==> src/rtl/scan_mux.sv <==
// scan_mux: N-channel registered channel multiplexer with manual select,
// round-robin auto-scan (dwell + enable mask) and hold modes.
//
// Ports:
//   clk      system clock, all state changes on the rising edge
//   rst_n    asynchronous active-low reset
//   mode     00 manual, 01 auto-scan, 10/11 hold
//   sel_in   manual channel index (out-of-range values are ignored)
//   dwell    auto-scan dwell; each channel is held for dwell+1 cycles
//   en_mask  auto-scan channel enable mask, bit i = channel i
//   din      flattened channel inputs, channel i at din[i*W +: W]
//   dout     registered selected data
//   sel_out  registered current channel index
//   chg      one-cycle pulse: sel_out changed on this edge
//   wrap     one-cycle pulse: auto-scan advance wrapped to a lower/equal index
module scan_mux #(
    parameter int W       = 32,
    parameter int NCH     = 8,
    parameter int DWELL_W = 16
) (
    input  logic                  clk,
    input  logic                  rst_n,
    input  logic [1:0]            mode,
    input  logic [$clog2(NCH)-1:0] sel_in,
    input  logic [DWELL_W-1:0]    dwell,
    input  logic [NCH-1:0]        en_mask,
    input  logic [NCH*W-1:0]      din,
    output logic [W-1:0]          dout,
    output logic [$clog2(NCH)-1:0] sel_out,
    output logic                  chg,
    output logic                  wrap
);

    localparam int SELW = $clog2(NCH);

    // Channel count widened by one bit so the range check also works
    // when NCH is a power of two.
    localparam logic [SELW:0] NCH_L = (SELW + 1)'(NCH);

    localparam logic [1:0] MODE_MANUAL = 2'b00;
    localparam logic [1:0] MODE_AUTO   = 2'b01;

    logic [W-1:0]       chan [NCH];
    logic [DWELL_W-1:0] cnt;
    logic [DWELL_W-1:0] cnt_nxt;
    logic [SELW-1:0]    nsel;
    logic               wrap_nxt;
    logic               in_range;
    logic               adv_found;
    logic [SELW-1:0]    adv_sel;
    logic [SELW-1:0]    probe;
    int                 step;

    // Unflatten the input bus into an indexable channel array.
    for (genvar i = 0; i < NCH; i++) begin : g_chan
        assign chan[i] = din[i*W +: W];
    end

    assign in_range = ({1'b0, sel_in} < NCH_L);

    // Round-robin search: first enabled channel after sel_out, wrapping
    // modulo NCH and ending on sel_out itself. With nothing enabled the
    // current selection is kept and adv_found stays low.
    always_comb begin
        adv_found = 1'b0;
        adv_sel   = sel_out;
        step      = 0;
        probe     = '0;
        for (int k = 1; k <= NCH; k++) begin
            step = int'(sel_out) + k;
            if (step >= NCH) begin
                step = step - NCH;
            end
            probe = SELW'(step);
            if (!adv_found && en_mask[probe]) begin
                adv_found = 1'b1;
                adv_sel   = probe;
            end
        end
    end

    // Next selection, dwell counter and wrap flag.
    always_comb begin
        nsel     = sel_out;
        cnt_nxt  = cnt;
        wrap_nxt = 1'b0;
        case (mode)
            MODE_MANUAL: begin
                if (in_range) begin
                    nsel = sel_in;
                end
                cnt_nxt = '0;
            end
            MODE_AUTO: begin
                // >= so that lowering dwell below cnt forces an advance.
                if (cnt < dwell) begin
                    cnt_nxt = cnt + DWELL_W'(1);
                end else begin
                    cnt_nxt  = '0;
                    nsel     = adv_sel;
                    wrap_nxt = adv_found && (adv_sel <= sel_out);
                end
            end
            default: begin
                // Hold: selection and counter frozen, data keeps tracking.
            end
        endcase
    end

    always_ff @(posedge clk or negedge rst_n) begin
        if (!rst_n) begin
            sel_out <= '0;
            dout    <= '0;
            chg     <= 1'b0;
            wrap    <= 1'b0;
            cnt     <= '0;
        end else begin
            sel_out <= nsel;
            dout    <= chan[nsel];
            chg     <= (nsel != sel_out);
            wrap    <= wrap_nxt;
            cnt     <= cnt_nxt;
        end
    end

endmodule

==> config.mk <==
export PLATFORM = sky130hd
export DESIGN_NAME = scan_mux
export DESIGN_NICKNAME = d
export VERILOG_FILES = /design/src/rtl/scan_mux.sv
export SDC_FILE = /design/constraint.sdc
export NUM_CORES = 1
export LEC_CHECK = 0
export ABC_AREA = 1
export CELL_PAD_IN_SITES_DETAIL_PLACEMENT = 0
export CELL_PAD_IN_SITES_GLOBAL_PLACEMENT = 1
export CORE_MARGIN = 1
export CORE_UTILIZATION = 28
export DETAILED_ROUTE_END_ITERATION = 10
export GPL_ROUTABILITY_DRIVEN = 1
export GPL_TIMING_DRIVEN = 0
export PLACE_DENSITY = 0.91
export RECOVER_POWER = 100
export SLEW_MARGIN = 40
export SYNTH_ARGS = -nofsm -noshare
export SYNTH_HDL_FRONTEND = slang
export SYNTH_SLANG_ARGS = --single-unit
==> constraint.sdc <==
create_clock -name clk -period 6.5 [get_ports clk]
set_input_delay 0.975 -clock clk [delete_from_list [all_inputs] [get_ports clk]]
set_output_delay 0.975 -clock clk [all_outputs]
set_load 0.02 [all_outputs]
Word level (Yosys, flattened, before mapping)
Cells that the tools add are included.
- bits in registers: 53
- bits in latches: 0
- bits in writable memories: 0
- ROM bits: 0
- input port bits: 287
- output and inout bits: 37
- logic and storage cells: 110
- memories: 0
- add/sub/neg operators: 17
- $mul: 0
- divide/modulo/power cells: 0
- magnitude comparators: 19
- equal/unequal tests: 2
- shift-type cells: 0
- mux-type cells: 49
- bitwise operators: 1
- reduce and logical (&&, ||, !) cells: 17
- operators with widths (cell ; count):
    $bmux 32 s3 ; 1
    $mux 32 ; 2
    $mux 3 ; 17
    $ge 4x4->1 const B ; 8
    $lt 3x4->1 const B ; 8
    $pmux 16 s2 ; 1
    $bmux 1 s3 ; 8
    $sub 3x1->3 const B ; 8
    $mux 1 ; 18
    $add 16x1->16 const B ; 1
    $add 3x3->4 const B ; 4
    $lt 16x16->1 ; 1
    $mux 16 ; 1
    $add 3x2->4 const B ; 2
    $logic_and 1x1->1 ; 8
    $logic_not 1->1 ; 7
    $pmux 3 s2 ; 1
    $add 3x4->5 const B ; 1
    $ge 5x4->1 const B ; 1
    $add 3x1->4 const B ; 1
    $not 3->4 ; 1
    $le 3x3->1 ; 1
    $ne 3x3->1 ; 1
    $eq 2x1->1 const B ; 1
    2 further kinds ; 2

Depth between registers and ports, before layout
- depth in word-level cells: 33
- depth in mapped cells: 26
- gate-level depth less buffers: 23

Worst setup path before layout
No wires, ideal clock.
- path kind: reg2reg
- start: register sel_out[1]
- end: register wrap
- library setup time: 125 ps
- data arrival time: 3196 ps
- setup slack: 3179 ps
- cell stages (with the launch flop): 21
- clock period less this slack: 3321 ps
- cell sequence: dfrtp_1 -> buf_4 -> clkinv_1 -> ha_1 -> buf_2 -> inv_1 -> nand3_1 -> nand3_2 -> nand2_2 -> inv_2 -> nand3_4 -> nor2_8 -> nand3_2 -> o21ai_0 -> inv_1 -> nand2_1 -> nand2_1 -> ha_1 -> a21oi_1 -> o21ai_0 -> a2111oi_0
- word-level cells in the longest chain between the ends: 31
- elaborated cells on any way between the ends: 82
- RTL lines (item ; line ; text):
    start: declaration ; 29 ; output logic [$clog2(NCH)-1:0] sel_out,
    start signal: assignment ; 118 ; sel_out <= nsel;
    $add 3x1->4 ; 70 ; step = int'(sel_out) + k;
    $ge 4x4->1 or $sub 3x1->3 (tied branches) ; 71, 72 ;
    $mux 3 ; 71 ; if (step >= NCH) begin
    $bmux 1 s3 ; 75 ; if (!adv_found && en_mask[probe]) begin
    $mux 1 (implied by the code) ; 75 ;
    $mux 1 ; 75 ;
    $logic_not 1->1 ; 75 ;
    $logic_and 1x1->1 ; 75 ;
    [16 not listed] ; - ;
    $logic_not 1->1 ; 75 ;
    $logic_and 1x1->1 ; 75 ;
    $mux 3 ; 75 ;
    $le 3x3->1 ; 101 ; wrap_nxt = adv_found && (adv_sel <= sel_out);
    $logic_and 1x1->1 * ; 101 ;
    $mux 1 * ; 96 ; if (cnt < dwell) begin
    $mux 1 * ; 87 ; case (mode)
    named net wrap_nxt ; 47 ; logic wrap_nxt;
    end signal: assignment ; 121 ; wrap <= wrap_nxt;
    end: declaration ; 31 ; output logic wrap
Mark *: on every way through the listed nets, which the timed path passes. The rest lies on a longest branch. The select of a mux whose other input is x is not followed.
A chain may end at the register's enable or synchronous reset.

Final worst setup path
- start: register sel_out[1]
- end: register dout[30]
- word-level cells in the longest chain between the ends: 33
- elaborated cells on any way between the ends: 83
- RTL lines (item ; line ; text):
    $add 3x1->4 ; 70 ;
    $ge 4x4->1 or $sub 3x1->3 (tied branches) ; 71, 72 ;
    $mux 3 ; 71 ;
    $bmux 1 s3 ; 75 ;
    $mux 1 (implied by the code) ; 75 ;
    $mux 1 ; 75 ;
    $logic_not 1->1 ; 75 ;
    $logic_and 1x1->1 ; 75 ;
    [16 not listed] ; - ;
    $logic_not 1->1 ; 75 ;
    $logic_and 1x1->1 ; 75 ;
    $mux 3 ; 75 ;
    $mux 3 ; 96 ;
    $pmux 3 s2 * ; 87 ;
    $not 3->4 (implied by the code) * ; 119 ; dout <= chan[nsel];
    $bmux 32 s3 * ; 119 ;
    $mux 32 (implied by the code) * (2 in series) ; 119 ;
    end signal: assignment ; 119 ;
    end: declaration ; 28 ; output logic [W-1:0] dout,
Every way passes the cells marked *; elsewhere a longest branch is shown, timed or not. The select of a mux whose other input is x is not followed.

==> metrics <==
cts repair resizes=0; Area Overhead vs Synth=60.4%; Core ar.=21,300 sq um; cell family with most CP delay=buffers and inverters; cell mode on critical path=nand2_1; Synth area leaders=nand2_1 39%, dfrtp_1 22%, nand3_1 14%; Yosys top cell area share=38.7%; Achievable Freq=0.201 GHz; Die ar.=22,600 sq um; per-cell routed wire length=16.3 microns; clk sink count=53; total grt overflow=0; Post-CTS Setup Bufs=0; slowest CP cell=clkbuf_1; Via Count=8,228; layout cells sized above 1=5.38%; DR iter-0 viols=345; EDFF count, synth=0; CTS root buffer=clkbuf_16; post-synthesis compound-gate area fraction=4.37%; flops & latches, synth=53; final slew viol count=32; post-synthesis adder-cell area fraction=4.27%; Buf/Inv on CP=7; most numerous cell in the Yosys netlist=nand2_1; Post-synth top flop=dfrtp_1; failing checks=max-capacitance violations, max-slew violations; GPL Wtd Cong=0.896; Required @ worst endpoint=6740 ps; Fin Setup TNS=0 ps; drt via density=4.76; Post-Synth Simple-Gate Area=58.4%; vias in the first global route=7,785; reg2reg setup slack=1530 ps; largest net degree at the start of global routing=32; Least-Margin Pin Slew=1690 ps; Post-synth ARST share=100%; biggest area consumer among synthesized cells=nand2_1; Total GRT Usage=24.7%; status=finished with violations; final hold violation count=0; CTS Hold Bufs=0; routed wire length=28,100 microns; HP Class=flip-flop to flip-flop; worst setup path class=flip-flop to flip-flop; crit path DAT=5210 ps; Synth warnings=0; post-synth cell types=37; total power=0.00185 W; CP max FO=10; DP Wirelength=23,000 microns; I/O Pins=324; Max clock buf depth=2; Antenna Nets Post-Route=0; nets=1,757; CTS tree=yes; DRT Pass-1 Iters=5; Final Skew=6.34 ps; worst hold slack=559 ps; antenna violations before repair=1; Worst-path clk slew=70 ps; CTS HTree Levels=2; Critical Path Source Type=flip-flop; post-synthesis mux area share=0%; Worst slew margin=-12.8%; initial core utilization=28.9%; Cell Pwr Density=187 nW/um^2; CP Capture Type=flip-flop; final setup vio count=0; Syn Std Cell Area=6160 sq um; Die X=150 microns; CTS Buf Count=5; top cells by count, synth=634 x nand2_1, 178 x nand3_1, 53 x dfrtp_1, 49 x inv_1, 32 x buf_2; syn_nets=1,427; port buffer count=322; FP Rows=53; chip height=150 microns; XOR/XNOR Fraction of Synth Area=1.12%; Syn Inst Count=1,119; unrepaired setup endpoints after global routing=no; max cap viols=1; Avg Cell Area, Syn=5.50 sq um; Leakage=5.12 nW; Max rail drop VDD=81.9 uV; sequential area share after synthesis=21.5%; largest family of logic cells by synthesized area=simple AND/OR/NAND/NOR gates; CP max stage delay=610 ps; fin crit share=76.5%; drt drc=0; first-pass GRT wire length=42,200 microns; post-layout min period=4970 ps; Worst-Skew Late Latency=300 ps
[placed cells by master (no fill, tap or decap), types with 3 or more instances in the layout]
cell type / Yosys / routed
nand2_1: 634 / 634
clkdlybuf4s50_1: 0 / 283
nand3_1: 178 / 178
dfrtp_1: 53 / 53
inv_1: 49 / 49
dlygate4sd3_1: 0 / 38
buf_2: 32 / 28
clkbuf_1: 19 / 27
ha_1: 21 / 21
o21ai_0: 18 / 18
nor2_1: 13 / 13
a21oi_1: 13 / 13
buf_4: 11 / 10
nand4_1: 9 / 9
buf_6: 9 / 8
nor3_1: 8 / 8
inv_2: 7 / 7
nand2_2: 7 / 7
o22ai_1: 7 / 7
nand3_2: 5 / 5
xor2_1: 5 / 5
clkbuf_16: 0 / 5
diode_2: 0 / 3
clkinv_1: 3 / 3
[power breakdown]
group          total, W  switching (W)  internal [W]
Clock          0.000306       0.000127      0.000179
Sequential     0.000409      0.0000199      0.000389
Combinational   0.00113       0.000658      0.000474
[cells by family (layout without fill, tap and decap cells)]
| group | Yosys count | after routing |
|---|---|---|
| xor gates and xnor gates | 7 | 7 |
| other | 0 | 3 |
| AOI/OAI and AO/OA | 47 | 47 |
| and+or+nand+nor | 861 | 861 |
| adders and majority gates | 21 | 21 |
| buffers and inverters | 130 | 460 |
| DFF | 53 | 53 |
[layout make-up]
cell class | count | area, sq um
inverter | 59 | 221
fill | 2306 | 11400
multi-input combinational | 936 | 4190
sequential | 53 | 1330
tap | 275 | 344
buffer | 71 | 399
timing repair buffer | 323 | 3220
clock inverter | 2 | 35.0
antenna | 3 | 7.51
clock buffer | 5 | 125
[tightest hold or removal path, cell delays in order, from the launching register on]
cell     delay (ps)
dfrtp_1         400
nand2_1          70
o41ai_1          60
[stage by stage]
stage | utilization [%] | std cells | instance area [sq um] | setup WS [ps]
floorplan | - | 1119 | 6160 | 3180
global placement | 45.7 | 1716 | 9720 | 2270
detailed placement | 45.8 | 1717 | 9740 | 2250
CTS | 46.5 | 1724 | 9900 | 2530
global route | 46.4 | 1725 | 9870 | 1070
finish | 46.4 | 1727 | 9870 | 1530
[layer usage]
layer  track usage (%)  vias up  part of all wire, %
met1              30.4     3726                   42
met2              44.0      267                   51
met4              6.16        0                  1.6
met3              4.24       24                  5.7
met5                 0        -                    0
li1                  -     4211                    -
[state kept, by name (all words and copies together), names as in the netlist]
signal	count
chg	1
sel_out	3
dout	32
wrap	1
cnt	16
[path summary, 6_finish.rpt]
kind	depth (start not counted)	from	endpoint
worst max-delay path	25	sel_out[1]	dout[30]
worst min-delay path	2	cnt[8]	cnt[8]
worst max register to register	25	sel_out[1]	dout[30]
worst min register to register	2	cnt[8]	cnt[8]
max in group asynchronous	2	rst_n	dout[19]
min in group asynchronous	1	rst_n	cnt[12]
Note: power is estimated with default switching activity, not from simulation.
